## config.mk

```make
export PLATFORM = sky130hd
export DESIGN_NAME = ram_port_arbiter
export DESIGN_NICKNAME = d
export VERILOG_FILES = /design/src/rtl/ram_port_arbiter.sv
export SDC_FILE = /design/constraint.sdc
export NUM_CORES = 1
export LEC_CHECK = 0
export CAP_MARGIN = 10
export CORE_ASPECT_RATIO = 1.25
export CORE_MARGIN = 3
export CORE_UTILIZATION = 40
export DETAILED_ROUTE_END_ITERATION = 7
export PLACE_DENSITY = 0.84
export SETUP_SLACK_MARGIN = 0.02
export SYNTH_ARGS = -nofsm -noshare
export SYNTH_HDL_FRONTEND = slang
export SYNTH_SLANG_ARGS = --single-unit
```

## constraint.sdc

```tcl
create_clock -name clk -period 1.5 [get_ports clk]
set_input_delay 0.15 -clock clk [delete_from_list [all_inputs] [get_ports clk]]
set_output_delay 0.15 -clock clk [all_outputs]
set_load 0.01 [all_outputs]
```

## src/rtl/ram_port_arbiter.sv

```systemverilog
// ram_port_arbiter: two-requester round-robin front end for a single-port
// 1024x8 RAM. Each requester sees its own req/gnt command port and a
// rvalid/rdata return path, giving the RAM a dual-port view.
module ram_port_arbiter #(
  parameter int ADDR_W = 10,
  parameter int DATA_W = 8
) (
  input  logic              clk,
  input  logic              rst_n,
  // requester A
  input  logic              a_req,
  input  logic              a_we,
  input  logic [ADDR_W-1:0] a_addr,
  input  logic [DATA_W-1:0] a_wdata,
  output logic              a_gnt,
  output logic              a_rvalid,
  output logic [DATA_W-1:0] a_rdata,
  // requester B
  input  logic              b_req,
  input  logic              b_we,
  input  logic [ADDR_W-1:0] b_addr,
  input  logic [DATA_W-1:0] b_wdata,
  output logic              b_gnt,
  output logic              b_rvalid,
  output logic [DATA_W-1:0] b_rdata,
  // RAM side
  output logic              ram_wr,
  output logic              ram_rd,
  output logic [ADDR_W-1:0] ram_add,
  output logic [DATA_W-1:0] ram_din,
  input  logic [DATA_W-1:0] ram_dout,
  output logic              busy
);

  typedef enum logic [1:0] {
    IDLE  = 2'd0,
    WR    = 2'd1,
    RD    = 2'd2,
    RWAIT = 2'd3
  } state_t;

  state_t state_r;
  logic   ptr_r;     // 0: A holds priority on a tie, 1: B holds it
  logic   owner_r;   // requester served by the operation in flight (0 = A)

  logic              pick_b_s;
  logic              any_req_s;
  logic              sel_we_s;
  logic [ADDR_W-1:0] sel_addr_s;
  logic [DATA_W-1:0] sel_wdata_s;

  // Winner selection: a lone requester always wins, a tie goes to the pointer holder.
  always_comb begin
    pick_b_s    = 1'b0;
    any_req_s   = a_req | b_req;
    sel_we_s    = a_we;
    sel_addr_s  = a_addr;
    sel_wdata_s = a_wdata;
    if (a_req && b_req) begin
      pick_b_s = ptr_r;
    end else if (b_req) begin
      pick_b_s = 1'b1;
    end else begin
      pick_b_s = 1'b0;
    end
    if (pick_b_s) begin
      sel_we_s    = b_we;
      sel_addr_s  = b_addr;
      sel_wdata_s = b_wdata;
    end else begin
      sel_we_s    = a_we;
      sel_addr_s  = a_addr;
      sel_wdata_s = a_wdata;
    end
  end

  // Control FSM; every output is a register updated alongside the state.
  always_ff @(posedge clk or negedge rst_n) begin
    if (!rst_n) begin
      state_r  <= IDLE;
      ptr_r    <= 1'b0;
      owner_r  <= 1'b0;
      a_gnt    <= 1'b0;
      a_rvalid <= 1'b0;
      a_rdata  <= {DATA_W{1'b0}};
      b_gnt    <= 1'b0;
      b_rvalid <= 1'b0;
      b_rdata  <= {DATA_W{1'b0}};
      ram_wr   <= 1'b0;
      ram_rd   <= 1'b0;
      ram_add  <= {ADDR_W{1'b0}};
      ram_din  <= {DATA_W{1'b0}};
      busy     <= 1'b0;
    end else begin
      // pulses default low; they are raised for exactly one cycle below
      a_gnt    <= 1'b0;
      b_gnt    <= 1'b0;
      a_rvalid <= 1'b0;
      b_rvalid <= 1'b0;
      case (state_r)
        IDLE: begin
          if (any_req_s) begin
            owner_r <= pick_b_s;
            ptr_r   <= ~pick_b_s;   // pointer moves only on acceptance
            ram_add <= sel_addr_s;  // the address register doubles as the command latch
            a_gnt   <= ~pick_b_s;
            b_gnt   <= pick_b_s;
            busy    <= 1'b1;
            if (sel_we_s) begin
              state_r <= WR;
              ram_wr  <= 1'b1;
              ram_rd  <= 1'b0;
              ram_din <= sel_wdata_s;
            end else begin
              state_r <= RD;
              ram_wr  <= 1'b0;
              ram_rd  <= 1'b1;
            end
          end else begin
            state_r <= IDLE;
            ram_wr  <= 1'b0;
            ram_rd  <= 1'b0;
            busy    <= 1'b0;
          end
        end
        WR: begin
          state_r <= IDLE;
          ram_wr  <= 1'b0;
          ram_rd  <= 1'b0;
          busy    <= 1'b0;
        end
        RD: begin
          // keep the read strobe and address up for the RAM's access cycle
          state_r <= RWAIT;
          ram_wr  <= 1'b0;
          ram_rd  <= 1'b1;
          busy    <= 1'b1;
        end
        RWAIT: begin
          state_r <= IDLE;
          ram_wr  <= 1'b0;
          ram_rd  <= 1'b0;
          busy    <= 1'b0;
          if (owner_r) begin
            b_rvalid <= 1'b1;
            b_rdata  <= ram_dout;
          end else begin
            a_rvalid <= 1'b1;
            a_rdata  <= ram_dout;
          end
        end
        default: begin
          state_r <= IDLE;
          ram_wr  <= 1'b0;
          ram_rd  <= 1'b0;
          busy    <= 1'b0;
        end
      endcase
    end
  end

endmodule
```

# Word-level counts from Yosys, hierarchy flattened
# Index checks and enable logic that the tools add are counted.
[totals]
output_inout_bits = 41
in_bits = 50
reg_bits = 45
wordCells = 52
[op_classes]
n_bitwise = 3
reduce_logical = 8
n_eq_ne = 3
mux = 24
[op_table]
columns = ["operator", "count"]
rows = [
  ["2-to-1 mux 1 bit", 16],
  ["2-to-1 mux 10 bit", 1],
  ["2-to-1 mux 8 bit", 1],
  ["case mux 1 bit (3 select lines)", 2],
  ["case mux 2 bit (3 select lines)", 1],
  ["AND reduction 2 bit", 3],
  ["equality test 2 bit (second input constant)", 2],
  ["2-to-1 mux 2 bit", 2],
  ["AND reduction 3 bit", 1],
  ["OR reduction 3 bit", 1],
  ["equality test 2 x 1 -> 1 bit (second input constant)", 1],
  ["zero test 2 bit", 1],
  ["inverter 1 bit", 2],
  ["case mux 1 bit (2 select lines)", 1],
  ["OR reduction 2 bit", 1],
  ["logical AND 1 bit", 1],
  ["bitwise OR 1 bit", 1],
]

# Depth between registers and ports, before layout
[logic_depth]
ltp_word = 6
ltp_mapped = 5
mapped_depth_nobuf = 4

# Worst setup path before layout
# Ideal clock, no wire load.
[synth_path]
path_kind = "register to register"
startpoint = "reg, netlist name ram_rd"
endpoint = "reg ram_din[5]"
path_buffers = 1
arrival_ps = 1153
path_stages_with_launch = 6
path_slack_ps = 223
setup_time_ps = 124
synth_period_minus_slack_ps = 1277
t_required_ps = 1376
cell_sequence = "dfrtp_1 > nor2_4 > nand4_4 > buf_6 > o22ai_1 > a21oi_1"
[synth_rtl]
columns = ["item", "line", "text"]
rows = [
  ["end signal, assigned", "92", "ram_din <= {DATA_W{1'b0}};"],
  ["end signal, assigned", "113", "ram_din <= sel_wdata_s;"],
  ["end, declared", "30", "output logic [DATA_W-1:0] ram_din,"],
]

# Worst setup path after layout
[layout_path]
startpoint = "reg ram_din[2]"
endpoint = "out ram_din[2]"
# No word-level cell between the ends.

==> impl_metrics.env <==
export IMPL_synth_common_cells="44 x dfrtp_1, 36 x nand2_1, 11 x mux2i_1, 11 x nor2_1, 11 x o21ai_1"
export IMPL_cts_clk_slew_worst_paths_ns=0.08
export IMPL_dr_pass1_iters=4
export IMPL_die_h_um=81.2
export IMPL_start_util_pct=42.8
export IMPL_syn2layout_area_growth_pct=62.7
export IMPL_postSynthCellCount=159
export IMPL_cts_htree_levels=2
export IMPL_synth_seq_area_share_pct=60.9
export IMPL_cp_arrival_ns=1.22
export IMPL_period_share_pct=91.3
export IMPL_crit_required_ns=1.35
export IMPL_num_vias=1513
export IMPL_gp_congestion=0.738
export IMPL_drt_wl_total_um=4200
export IMPL_synth_cell_types=28
export IMPL_critPathMaxStageDelay_ns=0.56
export IMPL_synth_net_count=209
export IMPL_fin_cells=318
export IMPL_hold_slack_ns=0.287
export IMPL_cp_max_fo=2
export IMPL_p_leak_uw=0.00131
export IMPL_yosys_warnings=0
export IMPL_end_kind="output pin"
export IMPL_power_switching_uw=1780
export IMPL_max_cap_violations=0
export IMPL_tritoncts="built"
export IMPL_setup_viol=0
export IMPL_yosysMostFrequentCell="dfrtp_1"
export IMPL_grt_max_degree=22
export IMPL_max_vdd_ir_drop_mv=0.996
export IMPL_worstPathCellList="clkdlybuf4s50_1"
export IMPL_cp_top_family="buffers and inverters"
export IMPL_worst_skew_pair_late_latency_ns=0.29
export IMPL_max_freq_mhz=730
export IMPL_clock_power_share_pct=15.7
export IMPL_dp_cells=309
export IMPL_nNetsFinal=311
export IMPL_dpl_hpwl_um=3310
export IMPL_hold_class="in2async"
export IMPL_pwr_share_seq_pct=37.5
export IMPL_die_x_um=66.1
export IMPL_slew_violations=0
export IMPL_tightestPinTransition_ns=0.336
export IMPL_grt_pass1_wl_um=6760
export IMPL_status="completed"
export IMPL_multi_input_area_um2=657
export IMPL_io_buffer_count=90
export IMPL_design_area_um2=2940
export IMPL_p_sw_share_pct=32.1
export IMPL_worst_path_buf_inv=1
export IMPL_core_rowCount=26
export IMPL_hold_viol=0
export IMPL_diodes=0
export IMPL_drtIter0Drc=54
export IMPL_first_global_vias=1511
export IMPL_synth_main_ff_cell="dfrtp_1"
export IMPL_yosys_area_top_type_share_pct=60.9
export IMPL_grt_ovfl_total=0
export IMPL_via_per_inst=4.76
export IMPL_ys_async_sr_fraction_pct=100
export IMPL_p_int_uw=3760
export IMPL_p_comb_share_pct=46.8
export IMPL_numCtsBuffers=5
export IMPL_ys_seq_elements=44
export IMPL_antenna_found_initial=0
export IMPL_start_kind="flop"
export IMPL_period_minus_slack_ns=1.37
export IMPL_synth_top_area_cell="dfrtp_1"
export IMPL_fillCellCount=324
export IMPL_post_drt_wl_per_cell_um=13.2
export IMPL_cts_root_buf="clkbuf_8"
export IMPL_postLayoutCoreUtil_pct=69.6
export IMPL_synth_area_leaders="dfrtp_1 61%, nand2_1 7.5%, mux2i_1 6.1%"
export IMPL_placed_area_um2=2820
export IMPL_slowest_stage="clkdlybuf4s50_1"
export IMPL_relSlewSlack_pct=77.4
export IMPL_grt_usage_pct=16.7
export IMPL_synth_avg_cell_area_um2=11.4
export IMPL_finClkSkew_ns=0.00741
export IMPL_grt_setup_unrepaired="no"
export IMPL_drive_above_1_share_pct=13.4
export IMPL_clockBufferDepth=2
export IMPL_synth_edf_count=0
export IMPL_coreArea_um2=4230
export IMPL_seqCellArea_um2=1100
export IMPL_fin_setup_tns_ns=0
export IMPL_power_density_nw_per_um2=1880
export IMPL_num_io_pins=91
export IMPL_netlist_area_um2=1810
export IMPL_dieArea_um2=5370
export IMPL_post_cts_setup_buffers=0
export IMPL_ant_nets=0
export IMPL_path_class="reg2out"
export IMPL_cts_sink_count=44
export IMPL_drc_errors=0
-- sequential cells by signal, indices dropped and copies added, names as in the netlist, 8 cells and up --
register	count
ram_add	10
b_rdata	8
ram_din	8
a_rdata	8
-- power groups by stage --
| stage | Sequential (uW) | Clock [uW] | Combinational [uW] |
|---|---|---|---|
| finish | 2080 | 870 | 2590 |
| CTS | 2070 | 894 | 2630 |
| floorplan | 2320 | 0 | 900 |
| global placement | 2070 | 0 | 2570 |
| detailed placement | 2100 | 0 | 2640 |
| global route | 2140 | 955 | 2830 |
-- worst reg2reg max path, delay by kind of cell (launching register included) --
family          cells  cell delay (ns)
compound gates      2             0.31
flops               1             0.47
simple gates        2             0.44
-- metal layers --
metal  share of wire (%)  wire [um]  track usage, %  vias up
met5                   0          0               0        -
met4                0.45         19            4.27        0
met3                 6.1        255            4.98        2
met2                  54       2290            31.4       58
met1                  39       1640            17.9      703
li1                    -          -               -      750
-- logic make-up (layout without fill, tap and decap cells) --
group                  Yosys count  count (layout)  share of synthesized area (%)
AOI/OAI and AO/OA               32              32                           10.2
buffers and inverters            7             110                           2.84
DFF                             44              44                           60.9
muxes                           19              19                           11.1
and+or+nand+nor                 57              57                           15.0
-- repair_timing --
action                     4_1_cts  5_1_grt
hold buffers                     1        0
hold endpoints to repair        13        0
gates resized for setup          2        1
pin swaps                        0        0
setup endpoints to repair        1        1
-- area by class of cell --
type                            count  area share [%]
Clock buffer                        6            2.47
Clock inverter                      2            1.19
Inverter                            2           0.255
Multi-Input combinational cell    108            22.3
Sequential cell                    44            37.5
Tap cell                           56            2.38
Timing Repair Buffer              100            33.9
-- worst paths after layout --
kind	startpoint	to	slack [ns]	cells after the start
hold reg to reg	a_rdata[7]$_DFFE_PN0P_	a_rdata[7]$_DFFE_PN0P_	0.48	2
setup reg to reg	ram_rd$_DFF_PN0_	ram_din[3]$_DFFE_PN0P_	0.16	4
hold / removal	rst_n	busy$_DFF_PN0_	0.29	2
setup / recovery	ram_din[2]$_DFFE_PN0P_	ram_din[2]	0.13	1
max in group asynchronous	rst_n	b_rdata[7]$_DFFE_PN0P_	0.64	3
min in group clk	ram_dout[1]	a_rdata[1]$_DFFE_PN0P_	0.42	3
-- stage by stage --
| stage | setup WS (ns) | total power (uW) |
|---|---|---|
| finish | 0.131 | 5530 |
| global route | 0.0327 | 5920 |
| global placement | 0.0679 | 4640 |
| floorplan | 0.223 | 3220 |
| CTS | 0.0957 | 5600 |
| detailed placement | 0.00722 | 4730 |
-- layout by cell type, fill, tap and decap left out, types with 2 or more instances in the layout --
| cell type | count |
|---|---|
| a21oi_1 | 9 |
| buf_12 | 2 |
| buf_4 | 7 |
| clkbuf_8 | 5 |
| clkdlybuf4s50_1 | 88 |
| dfrtp_1 | 43 |
| mux2_2 | 8 |
| mux2i_1 | 11 |
| nand2_1 | 36 |
| nor2_1 | 11 |
| o21ai_1 | 11 |
| o22ai_1 | 8 |
Note: power is estimated with default switching activity, not from simulation.
